[src/rtl/ysyx_22050612_idu_pipe.sv]
// Instruction-decode stage: decodes {pc, inst} beats from IF and holds them in a
// two-entry elastic buffer (output register plus skid register) towards EX.
module ysyx_22050612_idu_pipe #(
  parameter int XLEN = 64
) (
  input  logic            clk,
  input  logic            rst_n,
  input  logic            in_valid,
  output logic            in_ready,
  input  logic [XLEN-1:0] in_pc,
  input  logic [31:0]     in_inst,
  input  logic            flush,
  output logic            out_valid,
  input  logic            out_ready,
  output logic [XLEN-1:0] out_pc,
  output logic [4:0]      out_rd,
  output logic [4:0]      out_rs1,
  output logic [4:0]      out_rs2,
  output logic [2:0]      out_funct3,
  output logic [6:0]      out_funct7,
  output logic [6:0]      out_opc,
  output logic [2:0]      out_fmt,
  output logic [XLEN-1:0] out_imm,
  output logic            out_illegal,
  output logic            out_ebreak,
  output logic            halted
);

  localparam logic [2:0] FMT_R    = 3'd0;
  localparam logic [2:0] FMT_I    = 3'd1;
  localparam logic [2:0] FMT_S    = 3'd2;
  localparam logic [2:0] FMT_B    = 3'd3;
  localparam logic [2:0] FMT_U    = 3'd4;
  localparam logic [2:0] FMT_J    = 3'd5;
  localparam logic [2:0] FMT_NONE = 3'd6;
  localparam bit IS64 = (XLEN == 64);

  typedef struct packed {
    logic [XLEN-1:0] pc;
    logic [31:0]     inst;
    logic [2:0]      fmt;
    logic [XLEN-1:0] imm;
    logic            illegal;
    logic            ebreak;
  } beat_t;

  logic [2:0]      f3;
  logic [6:0]      f7;
  logic [6:0]      opc;
  logic [2:0]      fmt_raw;
  logic            legal;
  logic            shamt_hi_ok;
  logic [XLEN-1:0] imm_i, imm_s, imm_b, imm_u, imm_j;
  beat_t           dec;

  assign f3  = in_inst[14:12];
  assign f7  = in_inst[31:25];
  assign opc = in_inst[6:0];

  assign imm_i = XLEN'($signed(in_inst[31:20]));
  assign imm_s = XLEN'($signed({in_inst[31:25], in_inst[11:7]}));
  assign imm_b = XLEN'($signed({in_inst[31], in_inst[7], in_inst[30:25], in_inst[11:8], 1'b0}));
  assign imm_u = XLEN'($signed({in_inst[31:12], 12'b0}));
  assign imm_j = XLEN'($signed({in_inst[31], in_inst[19:12], in_inst[20], in_inst[30:21], 1'b0}));

  // RV32 shift amounts are 5 bits, so inst[25] must stay clear there.
  assign shamt_hi_ok = IS64 || !in_inst[25];

  always_comb begin
    fmt_raw = FMT_NONE;
    legal   = 1'b0;
    case (opc)
      7'b0110111, 7'b0010111: begin fmt_raw = FMT_U; legal = 1'b1; end
      7'b1101111:             begin fmt_raw = FMT_J; legal = 1'b1; end
      7'b1100111:             begin fmt_raw = FMT_I; legal = (f3 == 3'b000); end
      7'b1100011:             begin fmt_raw = FMT_B; legal = (f3 != 3'b010) && (f3 != 3'b011); end
      7'b0000011: begin
        fmt_raw = FMT_I;
        legal   = (f3 != 3'b111) && (IS64 || ((f3 != 3'b011) && (f3 != 3'b110)));
      end
      7'b0100011: begin
        fmt_raw = FMT_S;
        legal   = (f3 <= 3'b010) || ((f3 == 3'b011) && IS64);
      end
      7'b0010011: begin
        fmt_raw = FMT_I;
        case (f3)
          3'b001:  legal = (in_inst[31:26] == 6'b000000) && shamt_hi_ok;
          3'b101:  legal = ((in_inst[31:26] == 6'b000000) || (in_inst[31:26] == 6'b010000))
                           && shamt_hi_ok;
          default: legal = 1'b1;
        endcase
      end
      7'b0110011: begin
        fmt_raw = FMT_R;
        legal   = (f7 == 7'b0000000) || (f7 == 7'b0000001) ||
                  ((f7 == 7'b0100000) && ((f3 == 3'b000) || (f3 == 3'b101)));
      end
      7'b0011011: begin fmt_raw = FMT_I; legal = IS64; end
      7'b0111011: begin fmt_raw = FMT_R; legal = IS64; end
      7'b1110011: legal = (in_inst == 32'h0000_0073) || (in_inst == 32'h0010_0073);
      default:    legal = 1'b0;
    endcase
  end

  always_comb begin
    dec.pc      = in_pc;
    dec.inst    = in_inst;
    dec.illegal = !legal;
    dec.ebreak  = (in_inst == 32'h0010_0073);
    dec.fmt     = legal ? fmt_raw : FMT_NONE;
    case (dec.fmt)
      FMT_I:   dec.imm = imm_i;
      FMT_S:   dec.imm = imm_s;
      FMT_B:   dec.imm = imm_b;
      FMT_U:   dec.imm = imm_u;
      FMT_J:   dec.imm = imm_j;
      default: dec.imm = '0;
    endcase
  end

  beat_t out_q, out_d, skid_q, skid_d;
  logic  out_valid_q, out_valid_d;
  logic  skid_valid_q, skid_valid_d;
  logic  halted_q, halted_d;
  logic  accept, out_free;

  assign in_ready = !skid_valid_q && !halted_q;
  assign accept   = in_valid && in_ready && !flush;
  assign out_free = !out_valid_q || out_ready;

  always_comb begin
    out_d        = out_q;
    skid_d       = skid_q;
    out_valid_d  = out_valid_q;
    skid_valid_d = skid_valid_q;
    halted_d     = halted_q;
    if (flush) begin
      out_valid_d  = 1'b0;
      skid_valid_d = 1'b0;
    end else begin
      if (accept && dec.ebreak) halted_d = 1'b1;
      if (out_free) begin
        // Skid holds the older beat, so it always refills the output first.
        if (skid_valid_q) begin
          out_d        = skid_q;
          out_valid_d  = 1'b1;
          skid_valid_d = 1'b0;
        end else begin
          out_valid_d = accept;
          if (accept) out_d = dec;
        end
      end else if (accept) begin
        skid_d       = dec;
        skid_valid_d = 1'b1;
      end
    end
  end

  always_ff @(posedge clk or negedge rst_n) begin
    if (!rst_n) begin
      out_q        <= '0;
      skid_q       <= '0;
      out_valid_q  <= 1'b0;
      skid_valid_q <= 1'b0;
      halted_q     <= 1'b0;
    end else begin
      out_q        <= out_d;
      skid_q       <= skid_d;
      out_valid_q  <= out_valid_d;
      skid_valid_q <= skid_valid_d;
      halted_q     <= halted_d;
    end
  end

  assign out_valid   = out_valid_q;
  assign out_pc      = out_q.pc;
  assign out_rd      = out_q.inst[11:7];
  assign out_rs1     = out_q.inst[19:15];
  assign out_rs2     = out_q.inst[24:20];
  assign out_funct3  = out_q.inst[14:12];
  assign out_funct7  = out_q.inst[31:25];
  assign out_opc     = out_q.inst[6:0];
  assign out_fmt     = out_q.fmt;
  assign out_imm     = out_q.imm;
  assign out_illegal = out_q.illegal;
  assign out_ebreak  = out_q.ebreak;
  assign halted      = halted_q;

endmodule

[config.mk]
export PLATFORM = sky130hd
export DESIGN_NAME = ysyx_22050612_idu_pipe
export DESIGN_NICKNAME = d
export VERILOG_FILES = /design/src/rtl/ysyx_22050612_idu_pipe.sv
export SDC_FILE = /design/constraint.sdc
export NUM_CORES = 1
export LEC_CHECK = 0
export CAP_MARGIN = 25
export CORE_MARGIN = 1.5
export CORE_UTILIZATION = 30
export CTS_BUF_LIST = sky130_fd_sc_hd__clkbuf_16
export DETAILED_ROUTE_END_ITERATION = 12
export SKIP_CTS_REPAIR_TIMING = 1
export SLEW_MARGIN = 40
export SYNTH_ARGS = -nofsm -noshare
export SYNTH_HDL_FRONTEND = slang
export SYNTH_SLANG_ARGS = --single-unit
[constraint.sdc]
create_clock -name clk -period 2 [get_ports clk]
set_input_delay 0.4 -clock clk [delete_from_list [all_inputs] [get_ports clk]]
set_output_delay 0.4 -clock clk [all_outputs]
set_load 0.05 [all_outputs]
Word level (Yosys, flattened, before mapping)

Index checks and enable logic that the tools add are counted.
W data, S select, Z words.

Bits in registers: 333
Bits of input ports: 101
Output and inout bits: 168
Logic and storage cells: 90

Magnitude comparators: 1
Equal/unequal tests: 28
Muxes and demuxes: 13
Bitwise gates (word level): 2
Reductions and logical operators: 31

Operators with widths:

| kind                   | number |
|---|---|
| $mux W165              | 2 |
| $pmux W64 S5           | 1 |
| $eq A7 B6 Y1 const B   | 5 |
| $eq A32 B21 Y1 const B | 1 |
| $eq A32 B7 Y1 const B  | 1 |
| $eq A7 B7 Y1 const B   | 4 |
| $eq A7 B5 Y1 const B   | 3 |
| $pmux W3 S6            | 1 |
| $eq A3 B2 Y1 const B   | 3 |
| $eq A3 B3 Y1 const B   | 3 |
| $pmux W1 S8            | 1 |
| $eq A7 B1 Y1 const B   | 1 |
| $eq A7 B2 Y1 const B   | 1 |
| $logic_not A7 Y1       | 1 |
| $logic_or A1 B1 Y1     | 7 |
| $eq A3 B1 Y1 const B   | 2 |
| $eq A6 B5 Y1 const B   | 1 |
| $logic_and A1 B1 Y1    | 6 |
| $logic_not A6 Y1       | 1 |
| $mux W1                | 6 |
| $ne A3 B2 Y1 const B   | 2 |
| $reduce_and A3 Y1      | 2 |
| $logic_not A1 Y1       | 5 |
| $reduce_or A5 Y1       | 1 |
| other kinds (11)       | 14 |

Longest topological paths before layout

Depth in word-level cells: 10
Mapped depth: 8
Mapped depth without buffers: 6

Worst setup path after synthesis

Ideal clock, no wire load.

Path type: reg2reg
Start: register out_valid_q (netlist: out_valid)
End: register out_q (netlist bit out_imm[13])
Setup time: 0.141 ns
Arrival: 2.102 ns
Data required time: 1.859 ns
Slack: -0.244 ns
Stages on the path, launching flop included: 9
Path buffers: 3
Period minus slack after synthesis: 2.244 ns
Cells stage by stage: dfrtp_1 > nand2b_1 > inv_1 > or3_1 > clkbuf_1 > clkbuf_1 > nor2_1 > clkbuf_1 > a31oi_1

Cells in the longest elaborated chain, start to end: 3

Ends and longest elaborated chain:

| element                     | RTL line | text |
|---|---|---|
| start, declared             | 123      | `logic out_valid_q, out_valid_d;` |
| start signal, assigned      | 170      | `out_valid_q <= out_valid_d;` |
| $logic_not A1 Y1            | 130      | `assign out_free = !out_valid_q \|\| out_ready;` |
| $logic_or A1 B1 Y1          | 130      |  |
| $reduce_and A3 Y1 (no line) | n/a      |  |
| end signal, assigned        | 168      | `out_q <= out_d;` |
| end, declared               | 122      | `beat_t out_q, out_d, skid_q, skid_d;` |

No other way between the ends.
A chain may end at the register's enable or synchronous reset.

Worst setup path after layout

Start: register out_q (netlist bit out_imm[62])
End: output port out_imm[62]

RTL lines:

| element       | RTL line | text |
|---|---|---|
| end, declared | 23       | `output logic [XLEN-1:0] out_imm,` |

No word-level cell between the ends.

==> results.cfg <==
[outcome]
result_of_the_run = completed

[drt]
routed_wire_length_per_instance_um = 17.19
drtPass1Iterations = 5
vias_per_cell = 4.784
finalWirelength_um = 36830
drt_drc_violations_left = 0
vias = 10250
initialDrtViolationCount = 513
detail-route-antenna-nets = 0

[sta]
setup_viol_count_final = 0
finalMaxSlewViolations = 0
report.final.hold_viol_count = 0
slew_headroom_pct = 54.74
tightest_slew_ps = 679.0
final.period_utilization_pct = 97.45
setup_tns_final_ps = 0
timing.final.crit_period_ps = 1949
worst_slack_ps = 50.91
max_freq_mhz = 513.1
clock-skew-final_ps = 8.681
unrepaired_setup_endpoints_after_global_routing = false

[floorplan]
design.die.area_um2 = 41650
die_width_um = 204.1
initial_core_util_pct = 30.46
core_area_um2 = 39820
floorplan.io_pins = 269
chipHeight_um = 204.1
core.rowCount = 73

[grt]
grt_pass1_wl_um = 56790
globalRoute.totalOverflow = 0
pin_count_of_the_biggest_net_entering_global_routing = 113
antenna_found_initial = 0
grt_util_overall_pct = 17.08
grt_pass1_vias = 10270

[yosys]
yosys_warnings = 0
synth_enable_flop_cells = 0
post-synth-top-area-cell = dfrtp_1
synthesis.nets = 1389
async_flop_share_pct = 100.0
yosys_register_bits = 269
synth_top_area_share_pct = 55.49
synthesis.area_per_instance_um2 = 9.419
synth_sequential_area_ratio_pct = 55.49
synth_cell_types = 55
yosys_most_used_dff = dfrtp_1
synth.cell_area_um2 = 12130
syn-instance-count = 1288
post_synth_main_area_contributors = dfrtp_1 55%, nand2_1 13%, mux2i_1 8.0%, o21ai_0 6.0%, clkbuf_1 2.4%

[place]
place_congestion = 0.8365
place.detailed.hpwl_um = 24680
dp_slack_ps = -883.1
postPlaceCellArea_um2 = 16400
placement.io_buffers = 268

[final_layout]
nets_final = 1699
layout-drive-gt1-share_pct = 17.50
layout.cell_area.non_filler_um2 = 17880
flow.area_growth_from_synthesis_pct = 47.41
finish.utilization_pct = 44.91

[flow_run]
drv.max_cap_violation_count = 0

[critical_path]
worstPathRequired_ps = 1600
setup.worst_path.start_class = register
critical_path_arrival_ps = 1550
critical-path-max-stage-delay_ps = 490
setup.reg_to_reg.worst_slack_ps = 200
setup.worst_path.class = register to primary output
worstPathMaxFanout = 17
timing.critical_path.slowest_stage_cell = dfrtp_1
crit_path_cell_trace = clkbuf_16, buf_12
crit_path_end_kind = primary output

[pwr]
cellPowerDensity_nw_per_um2 = 912.4
leakage_nw = 9.165
max-vdd-ir-drop_mv = 0.6451

[cts]
worstSkewPairLatency_ps = 560
tritoncts_clock_tree = built
clock-sinks = 269
cts.path.max_buffers = 3
clock_tree.htree_level_count = 1
cts-root-buf = clkbuf_16
cts_buffers = 30
clk_transition_reported_paths_ps = 60

[min_path]
timing.hold.worst.class = input pin to register
-- worst max-delay path: cells and delay by family, from the launching register on --
family	cells	cell delay, ps
DFF	1	490
buffers and inverters	2	470
-- final cells by class --
class                      instances  area (µm²)
antenna                            1       2.502
clock buffer                      31       775.7
clock inverter                    20       131.4
fill                            3826       21940
inverter                           6       22.52
multi-input combinational        888        4931
sequential                       269        6738
tap                              525       656.9
timing repair buffer             403        4626
-- logic make-up after synthesis --
kind of cell              after synthesis  synth area share [%]
buffers and inverters                 132                 5.353
AOI/OAI and AO/OA                     256                 12.22
muxes                                  98                 8.096
and+or+nand+nor                       532                 18.77
DFF                                   269                 55.49
xor gates and xnor gates                1               0.07221
-- where the power goes --
group          switching, mW  internal (mW)  total [mW]  leakage, nW
Sequential             0.519           6.41        6.93         3.37
Combinational           2.64           1.50        4.14         5.33
Clock                   2.24           3.01        5.25        0.464
-- flip-flops by register name, indices dropped and copies added, names as in the netlist, 3 cells and up --
signal and flops:
skid_q 133, out_pc 64, out_imm 32, out_funct7 7, out_opc 7, out_rd 5, out_rs1 5, out_rs2 5
out_fmt 3, out_funct3 3
-- final timing paths --
check	from	end	depth (start not counted)
hold reg to reg	skid_q[0]$_DFFE_PN0P_	skid_q[0]$_DFFE_PN0P_	2
max in group asynchronous	rst_n	out_pc[20]$_DFFE_PN0P_	3
hold / removal	in_inst[1]	skid_q[70]$_DFFE_PN0P_	3
min in group asynchronous	rst_n	out_rd[0]$_DFFE_PN0P_	2
setup reg to reg	skid_valid_q$_DFFE_PN0P_	out_fmt[0]$_DFFE_PN0P_	5
setup / recovery	out_imm[62]$_DFFE_PN0P_	out_imm[62]	2
-- synth_stat cells (all sizes together), types with 3 or more instances --
cell and count:
nand3b 30, dfrtp 269, a21oi 48, nor4 5, nor2b 4, a311oi 3, o21ai 148, nor3 8
mux2i 97, clkbuf 78, a211oi 12, buf 48, a31oi 27, o211ai 3, inv 6, nand3 6
nand2b 5, nor2 32, and3 10, nand2 418
-- stage by stage --
stage	hold slack, ps	power [mW]	std cells
3_5_place_dp	405.5	11.21	2079
4_1_cts	-210.4	16.55	2130
3_3_place_gp	405.0	11.11	2079
5_1_grt	195.1	17.13	2142
6_report	170.4	16.32	2143
2_1_floorplan	104.4	9.411	1288
-- routing by layer --
metal | routed length, µm | global-route usage, % | share of wire, % | vias to the layer above
li1 | - | - | - | 4928
met1 | 15810 | 21.94 | 43 | 4965
met2 | 17350 | 28.12 | 47 | 307
met3 | 2786 | 5.118 | 7.6 | 53
met4 | 889 | 4.044 | 2.4 | 0
met5 | 0 | 0 | 0 | -
-- layout by cell type (no fill, tap or decap), types with 11 or more instances in the layout --
cell / netlist / routed
nor2_1: 31 / 30
inv_1: 6 / 11
nand2_1: 418 / 418
a211oi_1: 12 / 12
buf_12: 0 / 60
clkdlybuf4s50_1: 0 / 71
nand3b_1: 30 / 30
mux2i_1: 97 / 97
dlymetal6s2s_1: 0 / 124
a21oi_1: 48 / 48
a31oi_1: 26 / 26
buf_4: 35 / 138
clkbuf_16: 0 / 32
o21ai_0: 145 / 145
dfrtp_1: 269 / 266
Power figures use the tool's default switching activity.
